$ cat config.mk
export PLATFORM = sky130hd
export DESIGN_NAME = rc522_reg_sequencer_flat
export DESIGN_NICKNAME = d
export VERILOG_FILES = /design/src/rtl/rc522_reg_sequencer_if.sv /design/src/rtl/rc522_reg_sequencer.sv /design/src/flat_wrapper.sv
export SDC_FILE = /design/constraint.sdc
export NUM_CORES = 1
export LEC_CHECK = 0
export ABC_AREA = 1
export CORE_MARGIN = 3
export CORE_UTILIZATION = 24
export DETAILED_ROUTE_END_ITERATION = 8
export SYNTH_ARGS = -nofsm -noshare
export SYNTH_HDL_FRONTEND = slang
export SYNTH_SLANG_ARGS = --single-unit
export TNS_END_PERCENT = 1
$ cat constraint.sdc
create_clock -name CLOCK_50 -period 4.7 [get_ports CLOCK_50]
set_clock_uncertainty 0.2 [all_clocks]
set_input_delay 0.94 -clock CLOCK_50 [delete_from_list [all_inputs] [get_ports CLOCK_50]]
set_output_delay 0.94 -clock CLOCK_50 [all_outputs]
set_load 0.01 [all_outputs]
$ cat src/rtl/rc522_reg_sequencer_if.sv
// Request/response and spi_master signals of the RC522 register sequencer.
// slave = the sequencer's view; master = the environment (upstream step machine plus spi_master).
interface rc522_reg_sequencer_if;
    logic       req_valid;
    logic       req_ready;
    logic       req_write;
    logic [5:0] req_addr;
    logic [7:0] req_wdata;
    logic       rsp_valid;
    logic [7:0] rsp_rdata;
    logic       rsp_err;
    logic       rsp_mismatch;
    logic       spi_start_n;
    logic [7:0] spi_data_in;
    logic       spi_busy;
    logic [7:0] spi_data_out;

    modport master (
        output req_valid, req_write, req_addr, req_wdata, spi_busy, spi_data_out,
        input  req_ready, rsp_valid, rsp_rdata, rsp_err, rsp_mismatch, spi_start_n, spi_data_in
    );

    modport slave (
        input  req_valid, req_write, req_addr, req_wdata, spi_busy, spi_data_out,
        output req_ready, rsp_valid, rsp_rdata, rsp_err, rsp_mismatch, spi_start_n, spi_data_in
    );
endinterface

$ cat src/rtl/rc522_reg_sequencer.sv
// Turns one RC522 register read/write request into an address byte plus data byte on spi_master.
// Define RC522_VERIFY_EN to follow every completed write with an automatic readback of the same address.
module rc522_reg_sequencer #(
    parameter int unsigned START_PULSE_CYCLES = 1,
    parameter int unsigned GAP_CYCLES         = 4,
    parameter logic [27:0] TIMEOUT_CYCLES     = 28'd50000000
) (
    input  logic                 CLOCK_50,
    input  logic                 reset,
    rc522_reg_sequencer_if.slave bus
);

    // state       | meaning
    // IDLE        | ready for a request
    // LOAD_x      | byte on spi_data_in, waiting for spi_busy=0
    // START_x     | spi_start_n low for START_PULSE_CYCLES
    // WAIT_RISE_x | waiting for busy=1;  WAIT_FALL_x: waiting for busy=0
    // GAP         | idle cycles between address and data byte
    // RESP        | rsp_valid pulse;  VERIFY: switch a finished write to its readback
    typedef enum logic [3:0] {
        S_IDLE,
        S_LOAD_A,
        S_START_A,
        S_WAIT_RISE_A,
        S_WAIT_FALL_A,
        S_GAP,
        S_LOAD_D,
        S_START_D,
        S_WAIT_RISE_D,
        S_WAIT_FALL_D,
        S_RESP
`ifdef RC522_VERIFY_EN
        , S_VERIFY
`endif
    } state_t;

    state_t      r_state;
    state_t      w_next;
    logic        r_is_read;
    logic [5:0]  r_addr;
    logic [7:0]  r_wdata;
    logic [7:0]  r_spi_data;
    logic [7:0]  r_pulse_cnt;
    logic [15:0] r_gap_cnt;
    logic [27:0] r_tmo;
    logic [7:0]  r_rsp_rdata;
    logic        r_rsp_err;
    logic        w_wait;
    logic        w_next_wait;
    logic        w_busy_done;
    logic        w_tmo_hit;
`ifdef RC522_VERIFY_EN
    logic        r_verify;
    logic        r_rsp_mismatch;
`endif

    assign w_wait      = (r_state == S_WAIT_RISE_A) || (r_state == S_WAIT_FALL_A) ||
                         (r_state == S_WAIT_RISE_D) || (r_state == S_WAIT_FALL_D);
    assign w_next_wait = (w_next == S_WAIT_RISE_A) || (w_next == S_WAIT_FALL_A) ||
                         (w_next == S_WAIT_RISE_D) || (w_next == S_WAIT_FALL_D);
    assign w_busy_done = (((r_state == S_WAIT_RISE_A) || (r_state == S_WAIT_RISE_D)) && bus.spi_busy) ||
                         (((r_state == S_WAIT_FALL_A) || (r_state == S_WAIT_FALL_D)) && !bus.spi_busy);
    // Busy arriving in the expiry cycle still counts as a normal completion.
    assign w_tmo_hit   = w_wait && !w_busy_done && (r_tmo == TIMEOUT_CYCLES - 28'd1);

    always_ff @(posedge CLOCK_50 or negedge reset) begin
        if (!reset) begin
            r_state <= S_IDLE;
        end else begin
            r_state <= w_next;
        end
    end

    always_comb begin
        w_next = r_state;
        case (r_state)
            S_IDLE:        if (bus.req_valid) w_next = S_LOAD_A;
            S_LOAD_A:      if (!bus.spi_busy) w_next = S_START_A;
            S_START_A:     if (r_pulse_cnt == 8'd0) w_next = S_WAIT_RISE_A;
            S_WAIT_RISE_A: begin
                if (w_busy_done)    w_next = S_WAIT_FALL_A;
                else if (w_tmo_hit) w_next = S_RESP;
            end
            S_WAIT_FALL_A: begin
                if (w_busy_done)    w_next = (GAP_CYCLES == 0) ? S_LOAD_D : S_GAP;
                else if (w_tmo_hit) w_next = S_RESP;
            end
            S_GAP:         if (r_gap_cnt == 16'd0) w_next = S_LOAD_D;
            S_LOAD_D:      if (!bus.spi_busy) w_next = S_START_D;
            S_START_D:     if (r_pulse_cnt == 8'd0) w_next = S_WAIT_RISE_D;
            S_WAIT_RISE_D: begin
                if (w_busy_done)    w_next = S_WAIT_FALL_D;
                else if (w_tmo_hit) w_next = S_RESP;
            end
            S_WAIT_FALL_D: begin
                if (w_busy_done) begin
`ifdef RC522_VERIFY_EN
                    w_next = (!r_is_read && !r_verify) ? S_VERIFY : S_RESP;
`else
                    w_next = S_RESP;
`endif
                end else if (w_tmo_hit) begin
                    w_next = S_RESP;
                end
            end
            S_RESP:        w_next = S_IDLE;
`ifdef RC522_VERIFY_EN
            S_VERIFY:      w_next = S_LOAD_A;
`endif
            default:       w_next = S_IDLE;
        endcase
    end

    always_ff @(posedge CLOCK_50 or negedge reset) begin
        if (!reset) begin
            r_is_read      <= 1'b0;
            r_addr         <= 6'd0;
            r_wdata        <= 8'd0;
            r_spi_data     <= 8'd0;
            r_pulse_cnt    <= 8'd0;
            r_gap_cnt      <= 16'd0;
            r_tmo          <= 28'd0;
            r_rsp_rdata    <= 8'd0;
            r_rsp_err      <= 1'b0;
`ifdef RC522_VERIFY_EN
            r_verify       <= 1'b0;
            r_rsp_mismatch <= 1'b0;
`endif
        end else begin
            if ((r_state == S_IDLE) && bus.req_valid) begin
                r_is_read  <= !bus.req_write;
                r_addr     <= bus.req_addr;
                r_wdata    <= bus.req_wdata;
                r_spi_data <= {!bus.req_write, bus.req_addr, 1'b0};
`ifdef RC522_VERIFY_EN
                r_verify   <= 1'b0;
`endif
            end
`ifdef RC522_VERIFY_EN
            if (r_state == S_VERIFY) begin
                r_is_read  <= 1'b1;
                r_verify   <= 1'b1;
                r_spi_data <= {1'b1, r_addr, 1'b0};
            end
`endif
            if ((w_next == S_LOAD_D) && (r_state != S_LOAD_D)) begin
                r_spi_data <= r_is_read ? 8'h00 : r_wdata;
            end

            if ((r_state == S_LOAD_A) || (r_state == S_LOAD_D)) begin
                r_pulse_cnt <= 8'(START_PULSE_CYCLES - 1);
            end else if (((r_state == S_START_A) || (r_state == S_START_D)) && (r_pulse_cnt != 8'd0)) begin
                r_pulse_cnt <= r_pulse_cnt - 8'd1;
            end

            if (r_state == S_WAIT_FALL_A) begin
                r_gap_cnt <= 16'(GAP_CYCLES - 1);
            end else if ((r_state == S_GAP) && (r_gap_cnt != 16'd0)) begin
                r_gap_cnt <= r_gap_cnt - 16'd1;
            end

            if (w_next_wait && (w_next != r_state)) begin
                r_tmo <= 28'd0;
            end else if (w_wait) begin
                r_tmo <= r_tmo + 28'd1;
            end

            // Response fields are only rewritten on the way into RESP, so they hold in between.
            if (w_next == S_RESP) begin
                r_rsp_err      <= w_tmo_hit;
                r_rsp_rdata    <= (!w_tmo_hit && r_is_read) ? bus.spi_data_out : 8'h00;
`ifdef RC522_VERIFY_EN
                r_rsp_mismatch <= !w_tmo_hit && r_verify && (bus.spi_data_out != r_wdata);
`endif
            end
        end
    end

    assign bus.req_ready   = (r_state == S_IDLE);
    assign bus.rsp_valid   = (r_state == S_RESP);
    assign bus.rsp_rdata   = r_rsp_rdata;
    assign bus.rsp_err     = r_rsp_err;
    assign bus.spi_start_n = !((r_state == S_START_A) || (r_state == S_START_D));
    assign bus.spi_data_in = r_spi_data;
`ifdef RC522_VERIFY_EN
    assign bus.rsp_mismatch = r_rsp_mismatch;
`else
    assign bus.rsp_mismatch = 1'b0;
`endif

endmodule
$ cat src/flat_wrapper.sv
// flat-port wrapper written by rule: the top's interface ports become plain ports
module rc522_reg_sequencer_flat 
#(
    parameter int unsigned START_PULSE_CYCLES = 1,
    parameter int unsigned GAP_CYCLES         = 4,
    parameter logic [27:0] TIMEOUT_CYCLES     = 28'd50000000
)
  (CLOCK_50, reset, bus_req_valid, bus_req_write, bus_req_addr, bus_req_wdata, bus_spi_busy, bus_spi_data_out, bus_req_ready, bus_rsp_valid, bus_rsp_rdata, bus_rsp_err, bus_rsp_mismatch, bus_spi_start_n, bus_spi_data_in);
  rc522_reg_sequencer_if bus_i ();
  input  logic CLOCK_50;
  input  logic reset;
  input wire logic [$bits(bus_i.req_valid)-1:0] bus_req_valid;
  input wire logic [$bits(bus_i.req_write)-1:0] bus_req_write;
  input wire logic [$bits(bus_i.req_addr)-1:0] bus_req_addr;
  input wire logic [$bits(bus_i.req_wdata)-1:0] bus_req_wdata;
  input wire logic [$bits(bus_i.spi_busy)-1:0] bus_spi_busy;
  input wire logic [$bits(bus_i.spi_data_out)-1:0] bus_spi_data_out;
  output wire logic [$bits(bus_i.req_ready)-1:0] bus_req_ready;
  output wire logic [$bits(bus_i.rsp_valid)-1:0] bus_rsp_valid;
  output wire logic [$bits(bus_i.rsp_rdata)-1:0] bus_rsp_rdata;
  output wire logic [$bits(bus_i.rsp_err)-1:0] bus_rsp_err;
  output wire logic [$bits(bus_i.rsp_mismatch)-1:0] bus_rsp_mismatch;
  output wire logic [$bits(bus_i.spi_start_n)-1:0] bus_spi_start_n;
  output wire logic [$bits(bus_i.spi_data_in)-1:0] bus_spi_data_in;
  assign bus_i.req_valid = bus_req_valid;
  assign bus_i.req_write = bus_req_write;
  assign bus_i.req_addr = bus_req_addr;
  assign bus_i.req_wdata = bus_req_wdata;
  assign bus_i.spi_busy = bus_spi_busy;
  assign bus_i.spi_data_out = bus_spi_data_out;
  assign bus_req_ready = bus_i.req_ready;
  assign bus_rsp_valid = bus_i.rsp_valid;
  assign bus_rsp_rdata = bus_i.rsp_rdata;
  assign bus_rsp_err = bus_i.rsp_err;
  assign bus_rsp_mismatch = bus_i.rsp_mismatch;
  assign bus_spi_start_n = bus_i.spi_start_n;
  assign bus_spi_data_in = bus_i.spi_data_in;
  rc522_reg_sequencer #(.START_PULSE_CYCLES(START_PULSE_CYCLES), .GAP_CYCLES(GAP_CYCLES), .TIMEOUT_CYCLES(TIMEOUT_CYCLES)) u_core (.CLOCK_50(CLOCK_50), .reset(reset), .bus(bus_i));
endmodule
# Yosys cells after proc, flatten, opt, wreduce, memory -nomap -nowiden
# Cells that the tools add are included.
dict set report totals {
  ff_bits 82
  elab_cells 88
  output_inout_bits 21
}
dict set report classes {
  n_mux 22
  add_sub_neg 3
  eq_ne 19
  reduce_logical 35
}
# cell n
set ops {}
lappend ops {{28-bit 2-to-1 mux} 2}
lappend ops {{8-bit 2-to-1 mux} 6}
lappend ops {{4-bit 2-to-1 mux} 11}
lappend ops {{4-bit case mux with 10 select lines} 1}
lappend ops {{16-bit 2-to-1 mux} 2}
lappend ops {{28-bit by 1-bit adder with 28-bit output, second input constant} 1}
lappend ops {{28-bit by 26-bit == test with 1-bit output, second input constant} 1}
lappend ops {{4-bit by 3-bit == test with 1-bit output, second input constant} 6}
lappend ops {{4-bit == test, second input constant} 6}
lappend ops {{16-bit logical NOT} 1}
lappend ops {{16-bit nonzero test} 1}
lappend ops {{16-bit by 1-bit subtractor with 16-bit output, second input constant} 1}
lappend ops {{4-bit by 2-bit == test with 1-bit output, second input constant} 3}
lappend ops {{1-bit logical OR} 11}
lappend ops {{1-bit logical AND} 10}
lappend ops {{8-bit logical NOT} 1}
lappend ops {{2-bit nonzero test} 4}
lappend ops {{8-bit nonzero test} 1}
lappend ops {{8-bit by 1-bit subtractor with 8-bit output, second input constant} 1}
lappend ops {{1-bit logical NOT} 5}
lappend ops {{4-bit by 1-bit == test with 1-bit output, second input constant} 1}
lappend ops {{4-bit logical NOT} 1}
lappend ops {{4-bit by 3-bit != test with 1-bit output, second input constant} 1}
lappend ops {{4-bit != test} 1}

# Longest topological paths before layout
dict set report depth {
  depth_word 16
  ltp_mapped 19
}

# Least setup slack after synthesis
# Ideal clock, no wire load.
dict set report synth_timing {
  path_kind {input port to flip-flop}
  from {in bus_req_valid}
  to {reg u_core.r_tmo[13]}
  arrival_ns 2.165
  setup_slack_ns 2.209
  t_required_ns 4.374
  stages 13
  path_buffers 1
  path_cell_list {nand3_2 -> nand2_1 -> nor2_1 -> nand3_1 -> nor2_1 -> nand2_2 -> nand2_1 -> nand2_1 -> nand2_1 -> nor2_4 -> nor2_8 -> buf_6 -> nor2_1}
}
dict set report synth_between {
  elab_chain_len 8
}
# item line
set synth_lines {}
lappend synth_lines {{from (decl)} flat_wrapper.sv:12} ;# input wire logic [$bits(bus_i.req_valid)-1:0] bus_req_valid;
lappend synth_lines {{4-bit 2-to-1 mux *} rc522_reg_sequencer.sv:77} ;# S_IDLE: if (bus.req_valid) w_next = S_LOAD_A;
lappend synth_lines {{4-bit case mux with 10 select lines *} rc522_reg_sequencer.sv:76} ;# case (r_state)
lappend synth_lines {{net u_core.w_next[0]} rc522_reg_sequencer.sv:38} ;# state_t w_next;
lappend synth_lines {{4-bit by 2-bit == test with 1-bit output or 4-bit by 3-bit == test with 1-bit output (tied branches)} rc522_reg_sequencer.sv:59} ;# assign w_next_wait = (w_next == S_WAIT_RISE_A) || (w_next == S_WAIT_FALL_A) ||
lappend synth_lines {{1-bit logical OR (2 in a row)} rc522_reg_sequencer.sv:59}
lappend synth_lines {{1-bit logical OR} rc522_reg_sequencer.sv:60} ;# (w_next == S_WAIT_RISE_D) || (w_next == S_WAIT_FALL_D);
lappend synth_lines {{1-bit logical AND *} rc522_reg_sequencer.sv:162} ;# if (w_next_wait && (w_next != r_state)) begin
lappend synth_lines {{28-bit 2-to-1 mux or 2-bit nonzero test (tied branches)} -}
lappend synth_lines {{to (signal assigned)} rc522_reg_sequencer.sv:165} ;# r_tmo <= r_tmo + 28'd1;
lappend synth_lines {{to (decl)} rc522_reg_sequencer.sv:45} ;# logic [27:0] r_tmo;
# Mark *: on every way through the listed nets, which the timed path passes. The rest lies on a longest branch.
# A chain may end at the register's enable or synchronous reset.

# Worst setup path in the final report
dict set report layout_timing {
  from {reg u_core.r_gap_cnt[0]}
  to {reg u_core.r_tmo[23]}
}
dict set report layout_between {
  elab_chain_len 9
}
# item line
set layout_lines {}
lappend layout_lines {{from (decl)} rc522_reg_sequencer.sv:44} ;# logic [15:0] r_gap_cnt;
lappend layout_lines {{from (signal assigned)} rc522_reg_sequencer.sv:157} ;# r_gap_cnt <= 16'(GAP_CYCLES - 1);
lappend layout_lines {{from (signal assigned)} rc522_reg_sequencer.sv:159} ;# r_gap_cnt <= r_gap_cnt - 16'd1;
lappend layout_lines {{16-bit logical NOT *} rc522_reg_sequencer.sv:88} ;# S_GAP: if (r_gap_cnt == 16'd0) w_next = S_LOAD_D;
lappend layout_lines {{4-bit 2-to-1 mux *} rc522_reg_sequencer.sv:88}
lappend layout_lines {{4-bit case mux with 10 select lines *} rc522_reg_sequencer.sv:76}
lappend layout_lines {{net u_core.w_next[1]} rc522_reg_sequencer.sv:38}
lappend layout_lines {{4-bit by 2-bit == test with 1-bit output or 4-bit by 3-bit == test with 1-bit output (tied branches)} rc522_reg_sequencer.sv:59}
lappend layout_lines {{1-bit logical OR (2 in a row)} rc522_reg_sequencer.sv:59}
lappend layout_lines {{1-bit logical OR} rc522_reg_sequencer.sv:60}
lappend layout_lines {{1-bit logical AND *} rc522_reg_sequencer.sv:162}
lappend layout_lines {{28-bit 2-to-1 mux or 2-bit nonzero test (tied branches)} -}
# Marked as above.

==> impl_metrics.env <==
export IMPL_synth_top_area_cell="dfrtp_1"
export IMPL_crit_path_max_fanout=28
export IMPL_grt_pass1_vias=3762
export IMPL_viasPerCell=4.24
export IMPL_numPortBuffers=46
export IMPL_maxCapViolations=0
export IMPL_reg2reg_slack_ns=1.67
export IMPL_fillers=2066
export IMPL_holdPathEnd="u_core.r_pulse_cnt[7]$_DFFE_PN0P_"
export IMPL_ir_drop_mv=0.426
export IMPL_pwr_share_comb=0.455
export IMPL_criticalPathCategory="reg -> reg"
export IMPL_syn2layout_area_growth_pct=21.7
export IMPL_cp_data_required_time_ns=4.71
export IMPL_hold_slack_ns=0.260
export IMPL_design_area_sq_um=5690
export IMPL_antenna_cells=0
export IMPL_place_congestion=0.865
export IMPL_drive_above_1_share=0.0968
export IMPL_io_pins=48
export IMPL_track_usage=0.101
export IMPL_ctsHtreeMaxLevel=3
export IMPL_synth_seq_cells=82
export IMPL_die_x_um=146
export IMPL_wl_mm=10.3
export IMPL_rsz0062_at_grt="no"
export IMPL_p_int_mw=1.85
export IMPL_synth_ff_type="dfrtp_1"
export IMPL_post_place_ws_ns=1.29
export IMPL_clkPwrFrac=0.221
export IMPL_r2r_end="u_core.r_tmo[23]$_DFFE_PN0P_"
export IMPL_critPathLaunchType="flip-flop"
export IMPL_yosys_warnings=0
export IMPL_clk_pin_slew_ns=0.06
export IMPL_synth_avg_cell_area_sq_um=7.69
export IMPL_synth_area_sq_um=4670
export IMPL_seqPwrFrac=0.323
export IMPL_final_cell_mix="nand2_1 (141), nor2_1 (87), dfrtp_1 (82)"
export IMPL_clk_latency_ns=0.34
export IMPL_first_pass_iters=4
export IMPL_tightest_slew_ns=0.825
export IMPL_dr_total_vias=3902
export IMPL_post_route_min_period_ns=3.03
export IMPL_switching_share=0.428
export IMPL_setup_viol=0
export IMPL_status="finished clean"
export IMPL_drtAntennaViolNets=0
export IMPL_regToRegStartpoint="u_core.r_gap_cnt[0]$_DFFE_PN0P_"
export IMPL_placed_cell_area_sq_um=5380
export IMPL_fin_tns_setup_ns=0
export IMPL_cp_end_kind="flip-flop"
export IMPL_final_common_cell="nand2_1"
export IMPL_maxSlewHeadroom=0.450
export IMPL_hold_depth=1
export IMPL_pwr_density_cell_nw_per_um2=569
export IMPL_cts_tree="yes"
export IMPL_drt_iter0_markers=253
export IMPL_hold_class="reg -> reg"
export IMPL_clockBufferDepth=2
export IMPL_grt_overflow_total=0
export IMPL_cts_sinks=82
export IMPL_ys_types=42
export IMPL_p_leak_nw=2.69
export IMPL_crit_start="u_core.r_gap_cnt[0]$_DFFE_PN0P_"
export IMPL_fp_dieH_um=146
export IMPL_grt_max_degree=62
export IMPL_start_util=0.247
export IMPL_grt_pass1_wl_mm=18.0
export IMPL_cts_resized=0
export IMPL_drt_wirelength_per_cell_um=11.2
export IMPL_cts_buffers_inserted=9
export IMPL_hp_start="u_core.r_pulse_cnt[7]$_DFFE_PN0P_"
export IMPL_hold_viol=0
export IMPL_final_util=0.301
export IMPL_synth_nets=639
export IMPL_p_sw_mw=1.38
export IMPL_rows=50
export IMPL_arrival_ns=3.04
export IMPL_nNetsFinal=687
export IMPL_core_area_sq_um=18900
export IMPL_post_cts_buffers=0
export IMPL_r2r_cells=13
export IMPL_dp_hpwl_mm=7.52
export IMPL_die_area_sq_um=21200
export IMPL_synth_top_area_share=0.439
export IMPL_slew_viol_final=0
export IMPL_netlist_top_cells_area="dfrtp_1 (44%), nand2_1 (11%), nor2_1 (7.0%)"
export IMPL_syn_inst=608
export IMPL_synthArstFlopShare=1.00
export IMPL_synth_edf_count=0
export IMPL_ctsHoldBuffers=0
export IMPL_yosysSeqAreaShare=0.439
export IMPL_drc=0
export IMPL_max_freq_mhz=330
export IMPL_period_share=0.645
export IMPL_cts_root_buf="clkbuf_16"
export IMPL_finalWorstSetupSlack_ns=1.67
export IMPL_antenna_found_initial=0
## critical path: stages (launching register included)
cell and delay [ns]:
dfrtp_1 0.35, inv_1 0.10, ha_1 0.19, nand3_1 0.16
nor3_1 0.17, nand2_1 0.14, nor3_4 0.51, nor2_1 0.20
nand2_2 0.14, nand2_1 0.08, nand2_2 0.08, nor2_4 0.05
nor2_8 0.41, nor2_1 0.08
## Yosys cell counts (all sizes together), types with 2 or more instances
cell	n
nand3	42
nand4	6
buf	8
and3	3
xnor2	7
a21oi	19
nand3b	2
o21a	4
clkinv	2
o21ai	32
mux2i	7
clkbuf	2
inv	74
nor2	110
ha	4
nor3	19
nand2	153
nor4	5
dfrtp	82
xor2	18
## power by group through the flow
stage / combinational (mW) / clock (mW) / sequential (mW)
2_1_floorplan: 1.15 / 0 / 1.05
3_3_place_gp: 1.48 / 0 / 1.06
3_5_place_dp: 1.50 / 0 / 1.06
4_1_cts: 1.51 / 0.745 / 1.05
5_1_grt: 1.69 / 0.770 / 1.08
6_report: 1.47 / 0.716 / 1.05
## kinds of logic (layout without fill, tap and decap cells)
family,count (synthesis),count (layout),synth area share
fa+ha+maj,4,4,0.0107
other cells,1,1,0.000802
flops,82,82,0.439
compound gates,62,62,0.0734
buf+inv,86,139,0.0790
mux,7,7,0.0150
simple gates,341,341,0.335
xor+xnor,25,25,0.0469
## area by class of cell
cell class                      instances  area (sq um)  share of cell area
Tap cell                              260           325              0.0572
Sequential cell                        82          2050               0.361
Inverter                               76           285              0.0502
Clock buffer                           10           239              0.0420
Multi-Input combinational cell        440          2250               0.396
Timing Repair Buffer                   47           465              0.0819
Clock inverter                          6          66.3              0.0117
## sequential cells by signal (all words and copies together), names as in the netlist
name and cells:
u_core.r_pulse_cnt 8, u_core.bus.rsp_err 1, u_core.bus.spi_data_in 8, u_core.r_gap_cnt 16
u_core.r_tmo 28, u_core.r_wdata 8, u_core.r_state 4, u_core.bus.rsp_rdata 8
u_core.r_is_read 1
## per-layer routing
metal  track usage  vias to the layer above  share of wire
met2         0.164                       61           0.47
met1         0.136                     1817           0.48
met4        0.0237                        0         0.0045
met5             0                        -              0
li1              -                     2017              -
met3        0.0258                        7          0.039
## stage by stage
step                      power (mW)  cells
after floorplan                 2.20    608
after global placement          2.54    905
after detailed placement        2.56    905
after CTS                       3.30    921
after global routing            3.53    921
final                           3.23    921
## worst max path at each step
stage	slack, ns	endpoint
after detailed placement	1.29	u_core.r_tmo[18]$_DFFE_PN0P_
after global placement	1.34	u_core.r_tmo[24]$_DFFE_PN0P_
after CTS	1.61	u_core.r_tmo[20]$_DFFE_PN0P_
after floorplan	2.21	u_core.r_tmo[13]$_DFFE_PN0P_
after global routing	1.29	u_core.r_tmo[15]$_DFFE_PN0P_
final	1.67	u_core.r_tmo[23]$_DFFE_PN0P_
Note: power is estimated with default switching activity, not from simulation.
